==> src/rtl/vga_timing_gen.sv <==
// Pixel/line timing generator with registered syncs, display enable and test patterns.
// Optional build macro: VGA_BORDER_EN adds a 1-pixel white border around the visible area.
module vga_timing_gen #(
  parameter int   HVIS = 256,
  parameter int   HFP  = 6,
  parameter int   HSW  = 39,
  parameter int   HBP  = 19,
  parameter int   VVIS = 480,
  parameter int   VFP  = 10,
  parameter int   VSW  = 2,
  parameter int   VBP  = 33,
  parameter logic HPOL = 1'b0,
  parameter logic VPOL = 1'b0,
  parameter int   CW   = 1
) (
  input  logic          clk,
  input  logic          rst_n,
  input  logic          en,
  input  logic [1:0]    mode,
  output logic [9:0]    hcnt,
  output logic [9:0]    vcnt,
  output logic          hsync,
  output logic          vsync,
  output logic          de,
  output logic          sof,
  output logic [CW-1:0] r,
  output logic [CW-1:0] g,
  output logic [CW-1:0] b
);

  localparam int HT = HVIS + HFP + HSW + HBP;
  localparam int VT = VVIS + VFP + VSW + VBP;
  localparam int HB = $clog2(HVIS);

  localparam logic [10:0] HT_LAST  = 11'(HT - 1);
  localparam logic [10:0] VT_LAST  = 11'(VT - 1);
  localparam logic [10:0] HVIS_L   = 11'(HVIS);
  localparam logic [10:0] VVIS_L   = 11'(VVIS);
  localparam logic [10:0] HS_START = 11'(HVIS + HFP);
  localparam logic [10:0] HS_END   = 11'(HVIS + HFP + HSW);
  localparam logic [10:0] VS_START = 11'(VVIS + VFP);
  localparam logic [10:0] VS_END   = 11'(VVIS + VFP + VSW);
`ifdef VGA_BORDER_EN
  localparam logic [10:0] H_EDGE   = 11'(HVIS - 1);
  localparam logic [10:0] V_EDGE   = 11'(VVIS - 1);
`endif

  if (HT > 1024) begin : g_ht_check
    $error("vga_timing_gen: total line length HT exceeds 1024");
  end
  if (VT > 1024) begin : g_vt_check
    $error("vga_timing_gen: total frame height VT exceeds 1024");
  end
  if ((HVIS < 64) || ((HVIS & (HVIS - 1)) != 0)) begin : g_hvis_check
    $error("vga_timing_gen: HVIS must be a power of two of at least 64");
  end
  if ((CW < 1) || (CW > 4)) begin : g_cw_check
    $error("vga_timing_gen: CW must be within 1..4");
  end

  logic [9:0]    hcnt_q, hcnt_d, vcnt_q, vcnt_d;
  logic [1:0]    mode_q, mode_d;
  logic          hsync_q, hsync_d, vsync_q, vsync_d;
  logic          de_q, de_d, sof_q, sof_d;
  logic [CW-1:0] r_q, r_d, g_q, g_d, b_q, b_d;

  logic [10:0]   hx, vx;
  logic          atOrigin, lineEnd, frameEnd, visible;
  logic [2:0]    barBits;
  logic [CW-1:0] stripe, patR, patG, patB;

  always_comb begin
    hx       = {1'b0, hcnt_q};
    vx       = {1'b0, vcnt_q};
    atOrigin = (hcnt_q == '0) && (vcnt_q == '0);
    lineEnd  = (hx == HT_LAST);
    frameEnd = (vx == VT_LAST);

    hcnt_d = lineEnd ? '0 : hcnt_q + 10'd1;
    vcnt_d = vcnt_q;
    if (lineEnd) begin
      vcnt_d = frameEnd ? '0 : vcnt_q + 10'd1;
    end

    // Pixel (0,0) already uses the incoming mode so a whole frame shares one pattern.
    mode_d = atOrigin ? mode : mode_q;

    visible = (hx < HVIS_L) && (vx < VVIS_L);
    hsync_d = ((hx >= HS_START) && (hx < HS_END)) ? HPOL : ~HPOL;
    vsync_d = ((vx >= VS_START) && (vx < VS_END)) ? VPOL : ~VPOL;
    de_d    = visible;
    sof_d   = atOrigin;

    barBits = hcnt_q[HB-1 -: 3];
    stripe  = hcnt_q[CW+2:3] + vcnt_q[CW+3:4];
    patR    = '0;
    patG    = '0;
    patB    = '0;
    case (mode_d)
      2'd0: begin
        patR = {CW{barBits[2]}};
        patG = {CW{barBits[1]}};
        patB = {CW{barBits[0]}};
      end
      2'd1: begin
        if (hcnt_q[4] ^ vcnt_q[4]) begin
          patR = '1;
          patG = '1;
          patB = '1;
        end
      end
      2'd2: begin
        patR = stripe;
        patG = stripe;
        patB = stripe;
      end
      default: begin
        patR = '1;
        patG = '1;
        patB = '1;
      end
    endcase
`ifdef VGA_BORDER_EN
    if ((hx == '0) || (hx == H_EDGE) || (vx == '0) || (vx == V_EDGE)) begin
      patR = '1;
      patG = '1;
      patB = '1;
    end
`endif

    r_d = visible ? patR : '0;
    g_d = visible ? patG : '0;
    b_d = visible ? patB : '0;
  end

  always_ff @(posedge clk or negedge rst_n) begin
    if (!rst_n) begin
      hcnt_q  <= '0;
      vcnt_q  <= '0;
      mode_q  <= '0;
      hsync_q <= ~HPOL;
      vsync_q <= ~VPOL;
      de_q    <= 1'b0;
      sof_q   <= 1'b0;
      r_q     <= '0;
      g_q     <= '0;
      b_q     <= '0;
    end else if (en) begin
      hcnt_q  <= hcnt_d;
      vcnt_q  <= vcnt_d;
      mode_q  <= mode_d;
      hsync_q <= hsync_d;
      vsync_q <= vsync_d;
      de_q    <= de_d;
      sof_q   <= sof_d;
      r_q     <= r_d;
      g_q     <= g_d;
      b_q     <= b_d;
    end
  end

  assign hcnt  = hcnt_q;
  assign vcnt  = vcnt_q;
  assign hsync = hsync_q;
  assign vsync = vsync_q;
  assign de    = de_q;
  assign sof   = sof_q;
  assign r     = r_q;
  assign g     = g_q;
  assign b     = b_q;

endmodule
==> config.mk <==
export PLATFORM = sky130hd
export DESIGN_NAME = vga_timing_gen
export DESIGN_NICKNAME = d
export VERILOG_FILES = /design/src/rtl/vga_timing_gen.sv
export SDC_FILE = /design/constraint.sdc
export NUM_CORES = 1
export LEC_CHECK = 0
export BUFFER_PORTS_ARGS = -buffer_cell sky130_fd_sc_hd__buf_2
export CELL_PAD_IN_SITES_DETAIL_PLACEMENT = 0
export CELL_PAD_IN_SITES_GLOBAL_PLACEMENT = 1
export CORE_MARGIN = 2
export CORE_UTILIZATION = 40
export DETAILED_ROUTE_END_ITERATION = 10
export PLACE_DENSITY_LB_ADDON = 0.1
export RECOVER_POWER = 50
export SETUP_SLACK_MARGIN = 0.02
export SLEW_MARGIN = 20
export SYNTH_ARGS = -nofsm -noshare
export SYNTH_HDL_FRONTEND = slang
export SYNTH_SLANG_ARGS = --single-unit
==> constraint.sdc <==
create_clock -name clk -period 4.92 [get_ports clk]
set_clock_uncertainty 0.15 [all_clocks]
set_input_delay 0.738 -clock clk [delete_from_list [all_inputs] [get_ports clk]]
set_output_delay 0.738 -clock clk [all_outputs]
set_load 0.005 [all_outputs]
==> flow_summary.toml <==
[routing]
drc = 0
routed_wl_um = 3580
drt-wirelength-per-cell_um = 14.7
drt-pass1-iter-count = 4
num_vias = 1297
ant_nets = 0
vias_per_cell = 5.32
drtIter0Drc = 40

[logic_synthesis]
synth_nets = 174
netlist.area_leader.share_pct = 42.5
synthArstFlopShare_pct = 100
yosysSeqAreaShare_pct = 45.8
synth-warning-count = 0
synth.distinct_cells = 42
synth.most_common_cell = "dfrtp_1"
ys_seq_elements = 29
yosysTopAreaCell = "dfrtp_1"
synth_edf_count = 0
synth_area_leaders = "dfrtp_1 42%, xnor2_1 4.4%, nand2_1 4.0%"
synth.avg_cell_area_um2 = 9.70
synth_cells = 164
ys_top_cells_by_count = "27 x dfrtp_1, 17 x nand2_1, 13 x nor2_1"
synth_ff_type = "dfrtp_1"
netlist_area_um2 = 1590

[run_status]
violations = "capacitance limit, slew limit"
status = "finished, violations left"

[sta]
rsz0062_at_grt = "false"
finalHoldViolations = 0
fin_crit_sh_pct = 54.0
setup_viol = 0
fmax_mhz = 376
timing.slew.headroom_pct = -1.28
worstMarginPinSlew_ps = 1520
drv_slew = 30
period_minus_slack_ps = 2660
setup_ws_ps = 2260
setup_tns_ps = 0

[clock_tree]
post-cts-setup-buffer-count = 0
cts_hold_buffers = 0
cts_buffer_depth = 2
cts_buffers = 5
insertion_delay_ps = 280
ctsResizeCount = 0
htreeDepth = 2
cts_tree = "yes"
clk_pin_slew_worst_paths_ps = 60
cts.sinks = 29
cts_root_buf = "clkbuf_8"

[cells_and_area]
drive_above_1_share_pct = 26.0
fillers = 407
diodes = 0
syn_to_final_growth_pct = 16.7
fin_nets = 205

[die]
ios = 32
initial_core_util_pct = 42.5
die-area_um2 = 4500
core_um2 = 3740
fp-row-count = 22
die_h_um = 67.1
die_w_um = 67.1

[hold_path]
hold_path.class = "register to register"

[worst_setup_path]
setup.worst_path.class = "input port to register"
critPathLaunchType = "input port"
cp_max_fo = 20
slowest_stage = "clkbuf_1"
required_ps = 4930
cp.arrival_ps = 2670
worstPathCellList = "clkbuf_1, nand2_1, nor2_1, nand2_4, or3_4, o221ai_1, o31ai_1"
max_stage_delay_ps = 570
cp-end-kind = "register"

[grt]
grt-ovfl-total = 0
grt_pass1_wl_um = 5940
grt_max_degree = 30
antenna_found_initial = 0
grt_usage_pct = 17.9
first_global_vias = 1243

[placement]
place_hpwl_um = 2590
gp_congestion = 0.842
preCtsSetupSlack_ps = 2470
numPortBuffers = 31

[power_and_ir_drop]
peakVddDrop_uv = 248
power_density_nw_per_um2 = 345
power.leakage_nw = 0.855

[flow_run]
drv_cap = 1
==> report_power, final <==
part,internal (mW),switching [mW],total [mW]
logic,0.0524,0.0561,0.109
registers,0.265,0.0556,0.320
clock network,0.126,0.0854,0.211
total,0.443,0.197,0.640
==> cell usage in the layout (no fill, tap or decap), types with 2 or more instances in the layout <==
cell,n
clkbuf_8,7
inv_1,11
dfrtp_1,27
nand4_1,6
clkbuf_1,4
nor3_1,5
nor2_1,14
mux2_2,2
nand3_1,12
o21ai_0,11
nand2_1,17
dfstp_2,2
o31ai_1,2
o221ai_1,4
xor2_1,4
buf_2,27
a21oi_1,6
ha_1,5
xnor2_1,8
==> stage by stage <==
| step | util (%) | total power [mW] | cells | cell area (µm²) | hold slack [ps] |
|---|---|---|---|---|---|
| after floorplan | - | 0.391 | 164 | 1590 | 292 |
| after global placement | 47.3 | 0.434 | 236 | 1770 | 312 |
| after detailed placement | 47.3 | 0.436 | 236 | 1770 | 324 |
| after CTS | 50.0 | 0.654 | 244 | 1870 | 337 |
| after global routing | 49.6 | 0.687 | 244 | 1860 | 357 |
| final | 49.6 | 0.640 | 244 | 1860 | 332 |
==> path summary, 6_finish.rpt <==
path / cells past startpoint / from / endpoint / slack (ps)
setup / recovery: 7 / en / vcnt[9]$_DFFE_PN0P_ / 2260
setup reg to reg: 7 / hcnt[1]$_DFFE_PN0P_ / vcnt[9]$_DFFE_PN0P_ / 2680
max in group asynchronous: 1 / rst_n / hcnt[0]$_DFFE_PN0P_ / 3060
hold / removal: 1 / de$_DFFE_PN0P_ / de$_DFFE_PN0P_ / 330
min in group asynchronous: 1 / rst_n / vcnt[1]$_DFFE_PN0P_ / 670
hold reg to reg: 1 / de$_DFFE_PN0P_ / de$_DFFE_PN0P_ / 330
==> cells by family (layout without fill, tap and decap cells) <==
| group | after synthesis | in the layout | share of synthesized area [%] |
|---|---|---|---|
| multiplexers | 4 | 4 | 3.07 |
| buffers and inverters | 18 | 50 | 4.95 |
| AO/OA/AOI/OAI | 27 | 27 | 10.8 |
| adder cells (fa/ha/maj) | 5 | 5 | 3.93 |
| flip-flops | 29 | 29 | 45.8 |
| XOR/XNOR | 12 | 12 | 6.60 |
| AND/OR/NAND/NOR | 69 | 69 | 24.8 |
==> per-layer routing <==
| metal | GRT usage [%] | vias up | share of wire [%] |
|---|---|---|---|
| met2 | 27.8 | 37 | 47 |
| met3 | 5.07 | 0 | 5.1 |
| met4 | 4.59 | 0 | 0 |
| li1 | - | 635 | - |
| met1 | 24.3 | 625 | 48 |
| met5 | 0 | - | 0 |
==> critical path, delay by kind of cell <==
kind	cells	cell delay [ps]
AND/OR/NAND/NOR	4	1100
buffers and inverters	1	570
AO/OA/AOI/OAI	2	250
==> area by class of cell <==
type                    count  area, µm²  area share, %
multi-input cells         117        776           41.8
flip-flops and latches     29        728           39.2
repair buffers             31        150           8.09
clock buffers               7       96.3           5.19
well taps                  48       60.1           3.23
inverters                  11       41.3           2.22
clock inverters             1       5.00          0.270
==> registers in the layout (all words and copies together), names as in the netlist <==
| register | count |
|---|---|
| sof | 1 |
| g | 1 |
| r | 1 |
| hcnt | 10 |
| mode_q | 2 |
| b | 1 |
| hsync | 1 |
| vsync | 1 |
| de | 1 |
| vcnt | 10 |
No activity file was read; power rests on OpenSTA's default activity.
